===== config.mk =====
export PLATFORM = sky130hd
export DESIGN_NAME = pwm_audio_out
export DESIGN_NICKNAME = d
export VERILOG_FILES = /design/src/rtl/pwm_audio_out.sv
export SDC_FILE = /design/constraint.sdc
export NUM_CORES = 1
export LEC_CHECK = 0
export ABC_AREA = 0
export CAP_MARGIN = 30
export CORE_MARGIN = 5
export CORE_UTILIZATION = 54
export DETAILED_ROUTE_END_ITERATION = 12
export HOLD_SLACK_MARGIN = 0.05
export PLACE_DENSITY_LB_ADDON = 0.08
export RECOVER_POWER = 100
export SLEW_MARGIN = 20
export SYNTH_ARGS = -nofsm -noshare
export SYNTH_HDL_FRONTEND = slang
export SYNTH_SLANG_ARGS = --single-unit

===== constraint.sdc =====
create_clock -name clk_in -period 2.97 [get_ports clk_in]
set_clock_uncertainty 0.2 [all_clocks]
set_input_delay 0.297 -clock clk_in [delete_from_list [all_inputs] [get_ports clk_in]]
set_output_delay 0.297 -clock clk_in [all_outputs]
set_load 0.005 [all_outputs]

===== src/rtl/pwm_audio_out.sv =====
// PCM-to-PWM speaker driver: signed samples queue in a small FIFO, pass through a
// shift-based volume stage and become an offset-binary duty level latched at period boundaries.
module pwm_audio_out #(
  parameter int PWM_W      = 8,
  parameter int SAMPLE_W   = 16,
  parameter int FIFO_DEPTH = 4,
  parameter int VOL_W      = 3
) (
  input  logic                          clk_in,
  input  logic                          rst_in,
  input  logic [SAMPLE_W-1:0]           sample_in,
  input  logic                          valid_in,
  output logic                          ready_out,
  input  logic [VOL_W-1:0]              vol_in,
  input  logic                          mode_in,
  input  logic                          enable_in,
  output logic                          pwm_out,
  output logic [PWM_W-1:0]              level_out,
  output logic                          period_out,
  output logic                          underrun_out,
  output logic [$clog2(FIFO_DEPTH):0]   count_fifo_out
);

  localparam int AW = $clog2(FIFO_DEPTH);
  localparam logic [AW:0]      FULL_CNT = (AW + 1)'(FIFO_DEPTH);
  localparam logic [AW:0]      CNT_ONE  = (AW + 1)'(1);
  localparam logic [AW-1:0]    PTR_ONE  = AW'(1);
  localparam logic [PWM_W-1:0] PWM_ONE  = PWM_W'(1);
  localparam logic [PWM_W-1:0] MID      = {1'b1, {(PWM_W-1){1'b0}}};

  logic [SAMPLE_W-1:0]        mem [FIFO_DEPTH];
  logic [AW-1:0]              wr_ptr;
  logic [AW-1:0]              rd_ptr;
  logic [AW:0]                count;
  logic [PWM_W-1:0]           counter;
  logic [PWM_W-1:0]           level;
  logic                       pwm_q;

  logic                       full;
  logic                       empty;
  logic                       boundary;
  logic                       push;
  logic                       pop;
  logic [VOL_W-1:0]           shift;
  logic signed [SAMPLE_W-1:0] scaled;
  logic [PWM_W-1:0]           t;
  logic [PWM_W-1:0]           new_level;

  // Handshake: a sample transfers on any clk_in edge where valid_in and ready_out are both
  // high; ready_out reflects occupancy only, so a full FIFO refuses even if a pop coincides.
  assign full      = (count == FULL_CNT);
  assign empty     = (count == '0);
  assign ready_out = !full;
  assign push      = valid_in && !full;
  assign boundary  = enable_in && (counter == '1);
  assign pop       = boundary && !empty;

  // Volume is an arithmetic shift; the top PWM_W bits of the scaled sample become the duty.
  assign shift     = '1 - vol_in;
  assign scaled    = $signed(mem[rd_ptr]) >>> shift;
  assign t         = scaled[SAMPLE_W-1 -: PWM_W];
  assign new_level = {~t[PWM_W-1], t[PWM_W-2:0]};

  always_ff @(posedge clk_in) begin
    if (push) begin
      mem[wr_ptr] <= sample_in;
    end
  end

  always_ff @(posedge clk_in) begin
    if (!rst_in) begin
      wr_ptr <= '0;
      rd_ptr <= '0;
      count  <= '0;
    end else begin
      if (push) begin
        wr_ptr <= wr_ptr + PTR_ONE;
      end
      if (pop) begin
        rd_ptr <= rd_ptr + PTR_ONE;
      end
      case ({push, pop})
        2'b10:   count <= count + CNT_ONE;
        2'b01:   count <= count - CNT_ONE;
        default: count <= count;
      endcase
    end
  end

  always_ff @(posedge clk_in) begin
    if (!rst_in) begin
      counter <= '0;
      level   <= MID;
      pwm_q   <= 1'b0;
    end else begin
      counter <= enable_in ? counter + PWM_ONE : '0;
      pwm_q   <= enable_in && (counter < level);
      if (pop) begin
        level <= new_level;
      end else if (boundary && mode_in) begin
        level <= MID;
      end
    end
  end

  assign pwm_out        = pwm_q;
  assign level_out      = level;
  assign period_out     = boundary;
  assign underrun_out   = boundary && empty;
  assign count_fifo_out = count;

endmodule


After elaboration in Yosys (flattened, before gate mapping)
Memories as Yosys holds them, arrays and structs flattened. A register that Yosys moved wholly into a read port is not among the register bits.
Index checks and enable logic that the tools add are counted.
{ "op_classes": {"addsub": 6, "n_mul": 0, "div_mod_pow": 0, "n_lt_le_gt_ge": 1, "eq_ne": 4, "shifts": 1, "mux": 7, "bitwise": 1, "reduce_logical": 12} }
{ "op_table": {"columns": ["operator", "count"], "rows": [
  ["$mux W8", 2],
  ["$sshr A16 B3 Y16", 1],
  ["$add A8 B1 Y8 const B", 1],
  ["$eq A8 B8 Y1 const B", 1],
  ["$lt A8 B8 Y1", 1],
  ["$logic_and A1 B1 Y1", 6],
  ["$pmux W3 S2", 1],
  ["$add A2 B1 Y2 const B", 2],
  ["$mux W2", 2],
  ["$reduce_bool A2 Y1", 2],
  ["$add A3 B1 Y3 const B", 1],
  ["$eq A3 B3 Y1 const B", 1],
  ["$logic_not A3 Y1", 1],
  ["$sub A3 B1 Y3 const B", 1],
  ["$sub A3 B3 Y3 const A", 1],
  ["$eq A2 B1 Y1 const B", 1],
  ["$eq A2 B2 Y1 const B", 1],
  ["$logic_not A1 Y1", 2],
  ["$mux W1", 2],
  ["$reduce_and A2 Y1", 1],
  ["$not A1 Y1", 1]
]} }
{ "word_totals": {"register_bits": 24, "latchBits": 0, "ramBits": 64, "mem_bits_ro": 0, "in_bits": 24, "out_inout_bits": 15, "word_cells": 39, "memories": 1} }
{ "mem_list": {"columns": ["memory", "words", "width", "read_ports", "rd_ports_with_merged_regs", "wr", "line_no", "source"], "rows": [
  ["mem", 4, 16, 1, 1, 1, "31", "logic [SAMPLE_W-1:0] mem [FIFO_DEPTH];"]
]} }

Longest topological paths before layout
Gate-level depths: netlist of run 1.
{ "logic_depth": {"depth_word": 5, "mapped_depth": 10} }

Least setup slack after synthesis of run 1
OpenSTA, ideal clock, no wires.
{ "synth_path": {"path_type": "register -> register", "start": "register counter[0]", "end": "register count[2], in the netlist count_fifo_out[2]", "setup_ns": 0.076, "arrival_ns": 2.165, "t_required_ns": 2.694, "path_slack_ns": 0.530, "path_stages_with_launch": 10, "synth_period_minus_slack_ns": 2.440, "path_cell_list": "dfxtp_1 -> ha_1 -> nand4_1 -> nor3_4 -> ha_1 -> inv_1 -> fa_1 -> xor2_1 -> or3_1 -> a21boi_0"} }
{ "synth_via": {"elab_chain_cells": 5, "elab_cells_between_ends": 7, "cone_classes": "eq/ne (3); mux (1); reduce/logical (3)"} }
{ "synth_lines": {"columns": ["item", "line_no", "source"], "rows": [
  ["start, declared", "35", "logic [PWM_W-1:0] counter;"],
  ["start signal, assigned", "96", "counter <= enable_in ? counter + PWM_ONE : '0;"],
  ["$eq A8 B8 Y1 (*)", "55", "assign boundary = enable_in && (counter == '1);"],
  ["$logic_and A1 B1 Y1 (*)", "55", null],
  ["$logic_and A1 B1 Y1 (*)", "56", "assign pop = boundary && !empty;"],
  ["$eq A2 B1 Y1 or $eq A2 B2 Y1 (tied branches)", "82", "case ({push, pop})"],
  ["$pmux W3 S2 or $reduce_bool A2 Y1 (tied branches)", null, null],
  ["end signal, assigned", "83", "2'b10: count <= count + CNT_ONE;"],
  ["end signal, assigned", "84", "2'b01: count <= count - CNT_ONE;"],
  ["end signal, assigned", "85", "default: count <= count;"],
  ["end, declared", "34", "logic [AW:0] count;"]
]} }
Mark *: on every way between the ends. The rest lies on a longest branch, timed or not.
A chain may end at the register's enable or synchronous reset.

Worst setup path after layout of run 1
Ends and elaborated chain as after synthesis.

==> results of run 1 <==
==> power by group through the flow <==
stage / Sequential (mW) / Clock (mW) / Combinational, mW
after floorplan: 0.905 / 0 / 0.0943
after global routing: 0.894 / 0.681 / 0.159
after detailed placement: 0.909 / 0 / 0.148
final: 0.891 / 0.628 / 0.142
after global placement: 0.908 / 0 / 0.145
after CTS: 0.892 / 0.644 / 0.149
==> cells in the mapped netlist, drive strengths merged, types with 6 or more instances <==
library cell / n
mux2i: 8
edfxtp: 32
inv: 13
nor2: 11
o21ai: 8
and3: 6
dfxtp: 26
mux4: 13
buf: 7
and2: 8
ha: 13
nand3: 6
nand2: 17
==> per-layer routing <==
layer | up-vias | wire (µm)
li1 | 901 | -
met5 | - | 0
met2 | 38 | 2210
met4 | 0 | 99
met1 | 879 | 2390
met3 | 10 | 216
==> sequential cells by signal (all words and copies together) (netlist names), named ones only <==
| register | flops |
|---|---|
| mem | 32 |
| counter | 8 |
| level_out | 8 |
| count_fifo_out | 3 |
| rd_ptr | 2 |
| wr_ptr | 2 |
| pwm_out | 1 |
==> layout make-up <==
type / count / area (µm²) / area share [%]
clock buffers: 13 / 159 / 4.73
clock inverters: 3 / 15.0 / 0.447
inverters: 13 / 48.8 / 1.45
multi-input cells: 143 / 1240 / 36.8
flip-flops and latches: 58 / 1480 / 44.1
well taps: 70 / 87.6 / 2.61
repair buffers: 35 / 334 / 9.94
==> path summary, 6_finish.rpt <==
kind,cells past startpoint,slack (ns),startpoint,to
setup / recovery,9,0.41,counter[0],count_fifo_out[2]
hold / removal,1,0.26,counter[0],counter[0]
setup reg to reg,9,0.41,counter[0],count_fifo_out[2]
hold reg to reg,1,0.26,counter[0],counter[0]
==> metrics by stage <==
step	setup slack, ns	utilization [%]
final	0.406	65.8
after CTS	0.397	65.9
after floorplan	0.530	-
after global routing	0.179	65.8
after detailed placement	0.265	62.5
after global placement	0.322	62.5
==> cell families after synthesis <==
logic type | Yosys count | share of synthesized area (%)
and+or+nand+nor | 66 | 12.7
buffers and inverters | 22 | 4.10
muxes | 24 | 14.5
adders and majority gates | 14 | 6.44
AOI/OAI and AO/OA | 30 | 7.28
xor gates and xnor gates | 9 | 2.78
DFF | 58 | 52.3
==> run summary, run 1 <==
worst hold path type: flop to flop
CP Launch Type: flop
# Max-Cap Violations: 0
Most used DFF post-synth: edfxtp_1
CORE AREA: 5110 µm²
Final Hold Viols: 0
Worst path slowest cell: dfxtp_1
# resized after CTS: 0
final period utilization: 86.3%
largest net degree at the start of global routing: 16
Net Count, Synth: 261
met3 GRT Util: 4.01%
chip width: 82.5 µm
Synth cell types: 47
antenna violations before repair: 0
post-DP HPWL: 3.70 mm
IO Pins: 39
FFs w/ async S/R, synth: 0%
drt initial violations: 105
Syn Inst Count: 223
DRC: 0
Worst Setup End Kind: flop
VDD IR max: 0.283 mV
die footprint: 6800 µm²
setup TNS after final layout: 0 ns
Syn Std Cell Area: 2840 µm²
internal power: 1.29 mW
layout cells sized above 1: 13.6%
Post-CTS Setup Inserts: 0
first-pass GRT wire length: 8.73 mm
clk_lat worst skew: 0.33 ns
Worst Tran Pin Value: 0.532 ns
CTS Root Cell: clkbuf_8
Area Growth Syn to Fin: 18.6%
Area contributors post-synth: edfxtp_1, dfxtp_1, mux4_2
Worst Path Arrival: 2.62 ns
register area share after synthesis: 52.3%
routed len/inst: 14.6 µm
port buffer count: 30
Power Dens Cells: 494 nW/µm²
gpl congestion: 0.746
CP Buf/Inv Count: 1
drt pass-1 iters: 4
Rel. slew slack: 63.6%
mean post-synth cell area: 12.7 µm²
final WL: 4.91 mm
final setup fails: 0
clk sinks: 58
Top cell by count, worst path: ha_1
clock power share: 37.8%
NetSw: 0.369 mW
gr usage total: 17.4%
Via Count: 1828
antenna viol nets, final: 0
Comb power frac: 8.6%
Crit Path Max Fanout: 4
sequential power share: 53.6%
Hold Buf Count CTS: 0
Worst-path clk slew: 0.06 ns
WP data required: 3.03 ns
switching share of power: 22.2%
vias in the first global route: 1868
met2 GRT Util: 25.5%
Crit path max-delay family: adder cells
Finished Layout Cells: 335
number of synthesized flops with an enable pin: 32
CTS Buf Count: 9
post-DR vias/cell: 5.46
# fillers: 410
RSZ-0062 raised after global routing: no
fmax: 390 MHz
Slew Limit Fails: 0
post-route cell area: 3360 µm²
Largest stage delay, worst path: 0.37 ns
Initial Utilization: 55.5%
# nets final: 298
CP Class: flop to flop
n_diodes: 0
Final min period: 2.56 ns
CTS tree: built
warnings from Yosys: 0
status: finished, final reports clean
Final Power: 1.66 mW
cells along the critical path: ha_1 -> nand4_1 -> nor3_4 -> ha_1 -> inv_1 -> fa_1 -> xor2_1 -> or3_1 -> a21boi_0
total leakage power: 1.26 nW
Synth top area share: 33.9%
area leader, netlist: edfxtp_1
die height: 82.5 µm
most frequent cells in the layout: edfxtp_1, dfxtp_1, dlygate4sd3_1
WHS: 0.263 ns
Core Rows: 26
H-tree levels: 3
synthesized flop and latch total: 58
Placed Area: 3190 µm²
commonest non-fill, non-tap cell in the layout: edfxtp_1
clk buf depth: 2
Global Route met1 Usage: 24.1%
gr busiest metal: met2
cell count after placement: 319
Remaining Overflow, GRT: 0
(Power assumes the default switching activity.)
==> run 2: changes to the inputs <==
- CORE_UTILIZATION: 54 -> 57
- CTS_BUF_LIST: not set -> sky130_fd_sc_hd__clkbuf_8
==> run 2 against run 1 <==
  * Combinational power hardly changed
  * Register-to-register slack lost 0.02 ns
  * Global-route usage is 0.12 points higher
  * Count of clock-buffer cells in the layout down 4
  * Non-clock buffer count did not move
  * Clock power increased by 33%
  * Die area fell by 4.6%
  * Setup slack worse by 0.018 ns
  * Largest cell class unchanged
  * Highest routed layer unchanged
==> run summary, run 2 (synthesis results as in run 1) <==
worst hold path type: flop to flop
H-tree levels: 3 (unchanged)
Worst Tran Pin Value: 0.495 ns (-0.0370 ns)
CORE AREA: 4790 µm² (-6.3%)
Via Count: 1803 (-1.4%)
# Max-Cap Violations: 0 (unchanged)
clk sinks: 58 (unchanged)
fmax: 387 MHz (-0.69%)
Remaining Overflow, GRT: 0 (unchanged)
drt initial violations: 81 (-23%)
Worst-path clk slew: 0.07 ns (about the same)
chip width: 80.5 µm (-2.3%)
commonest non-fill, non-tap cell in the layout: edfxtp_1
CTS tree: built
worst hold start: counter[0]
Worst path slowest cell: dfxtp_1
IO Pins: 39 (unchanged)
gr usage total: 17.5% (+0.12 points)
CTS Root Cell: clkbuf_8
final period utilization: 86.9% (+0.60 points)
routed len/inst: 15.0 µm (+2.3%)
clk_lat worst skew: 0.33 ns (about the same)
antenna viol nets, final: 0 (unchanged)
Final min period: 2.58 ns (+0.0178 ns)
Hold Crit Endpoint: counter[0]
Final Hold Viols: 0 (unchanged)
CP Class: flop to flop
Biggest register: mem
Rel. slew slack: 66.2% (+2.5 points)
Slew Limit Fails: 0 (unchanged)
WHS Path Cells: 1 (unchanged)
# resized after CTS: 0 (unchanged)
DRC: 0 (unchanged)
worst slack, placed: 0.211 ns (-0.0541 ns)
largest net degree at the start of global routing: 16 (unchanged)
Post-CTS Setup Inserts: 0 (unchanged)
# fillers: 357 (-13%)
n_diodes: 0 (unchanged)
Core Rows: 25 (-3.8%)
post-DR vias/cell: 5.43 (-0.48%)
final setup fails: 0 (unchanged)
total leakage power: 1.28 nW (+2.1%)
drt pass-1 iters: 4 (unchanged)
antenna violations before repair: 0 (unchanged)
post-DP HPWL: 3.60 mm (-2.5%)
FF-to-FF Start: counter[1]
cell count after placement: 316 (-0.94%)
# nets final: 298 (unchanged)
most frequent cells in the layout: edfxtp_1, dfxtp_1, dlygate4sd3_1
status: finished, final reports clean
layout cells sized above 1: 13.6% (unchanged)
WP data required: 3.02 ns (about the same)
die footprint: 6480 µm² (-4.6%)
post-route cell area: 3420 µm² (+1.6%)
Top cell by count, worst path: ha_1
Area Growth Syn to Fin: 20.5%
number of flip-flops in the largest register: 32 (unchanged)
setup TNS after final layout: 0 ns (unchanged)
Final WS setup: 0.388 ns (-0.0178 ns)
Crit Path Max Fanout: 4 (unchanged)
vias in the first global route: 1733 (-7.2%)
r2r worst-path depth: 9 (unchanged)
Worst R2R Setup Slack: 0.39 ns (-0.02 ns)
Hold Buf Count CTS: 0 (unchanged)
cells along the critical path: ha_1 -> nand4_1 -> nor3_4 -> ha_1 -> inv_1 -> fa_1 -> xor2_1 -> or3_1 -> a21boi_0
final WL: 4.98 mm (+1.4%)
Worst Path Arrival: 2.64 ns (+0.02 ns)
crit path launch: counter[1]
gpl congestion: 0.747 (+0.16%)
VDD IR max: 0.364 mV (+29%)
Initial Utilization: 59.2% (+3.7 points)
CTS Buf Count: 9 (unchanged)
R2R Path End: count_fifo_out[2]
RSZ-0062 raised after global routing: no
die height: 80.5 µm (-2.3%)
Finished Layout Cells: 332 (-0.90%)
Worst Setup End Kind: flop
clk buf depth: 2 (unchanged)
first-pass GRT wire length: 8.39 mm (-3.9%)
Power Dens Cells: 548 nW/µm² (+11%)
port buffer count: 30 (unchanged)
Largest stage delay, worst path: 0.37 ns (about the same)
Placed Area: 3190 µm² (-0.12%)
CP Launch Type: flop
-- run 2: changes by cell type in the layout (fill, tap and decap cells not counted), sizes merged --
cell and change:
bufinv +3, clkbuf -4, clkdlybuf4s50 -1, clkinv +1
dlygate4sd3 +1
-- run 2: stage by stage --
step / hold WS, ns / power, mW / util (%)
after floorplan: 0.196 / 0.999 / -
after global routing: 0.292 / 1.96 / 71.4
after detailed placement: 0.248 / 1.05 / 66.6
final: 0.259 / 1.87 / 71.4
after global placement: 0.245 / 1.05 / 66.6
after CTS: 0.262 / 1.90 / 71.5
-- run 2: final cells by class --
type | count | area, µm² | share of cell area, %
flip-flops and latches | 58 | 1480 | 43.4
clock buffers | 9 | 124 | 3.63
well taps | 67 | 83.8 | 2.45
multi-input cells | 143 | 1240 | 36.2
clock inverters | 7 | 108 | 3.15
repair buffers | 35 | 334 | 9.78
inverters | 13 | 48.8 | 1.43
-- run 2: critical path: cells and delay by family (launching register included) --
kind	cells	cell delay (ns)
adders and majority gates	3	0.83
and+or+nand+nor	3	0.73
DFF	1	0.37
AOI/OAI and AO/OA	1	0.16
xor gates and xnor gates	1	0.15
buffers and inverters	1	0.06
-- run 2: per-layer routing --
metal / part of all wire (%) / vias to the layer above / GRT usage, %
met5: 0 / - / 0
met4: 1.1 / 0 / 7.43
met3: 5.6 / 6 / 5.16
met2: 49 / 41 / 27.5
met1: 44 / 855 / 22.5
li1: - / 901 / -
-- run 2: how the worst max path moves through the flow --
stage                                   end
after detailed placement  count_fifo_out[2]
after CTS                 count_fifo_out[2]
final                     count_fifo_out[2]
after global routing      count_fifo_out[2]
after global placement    count_fifo_out[2]
after floorplan           count_fifo_out[2]
-- run 2: power breakdown --
part / leakage [nW] / total [mW] / switching, mW / internal, mW
Combinational: 0.660 / 0.140 / 0.0694 / 0.0705
Clock: 0.118 / 0.838 / 0.290 / 0.548
Sequential: 0.505 / 0.892 / 0.0153 / 0.877
==> run 3: changes to the inputs <==
- SKIP_CTS_REPAIR_TIMING: not set -> 1
==> results of run 3 <==
The final DEF is identical to that of run 2; final timing and power are the same.
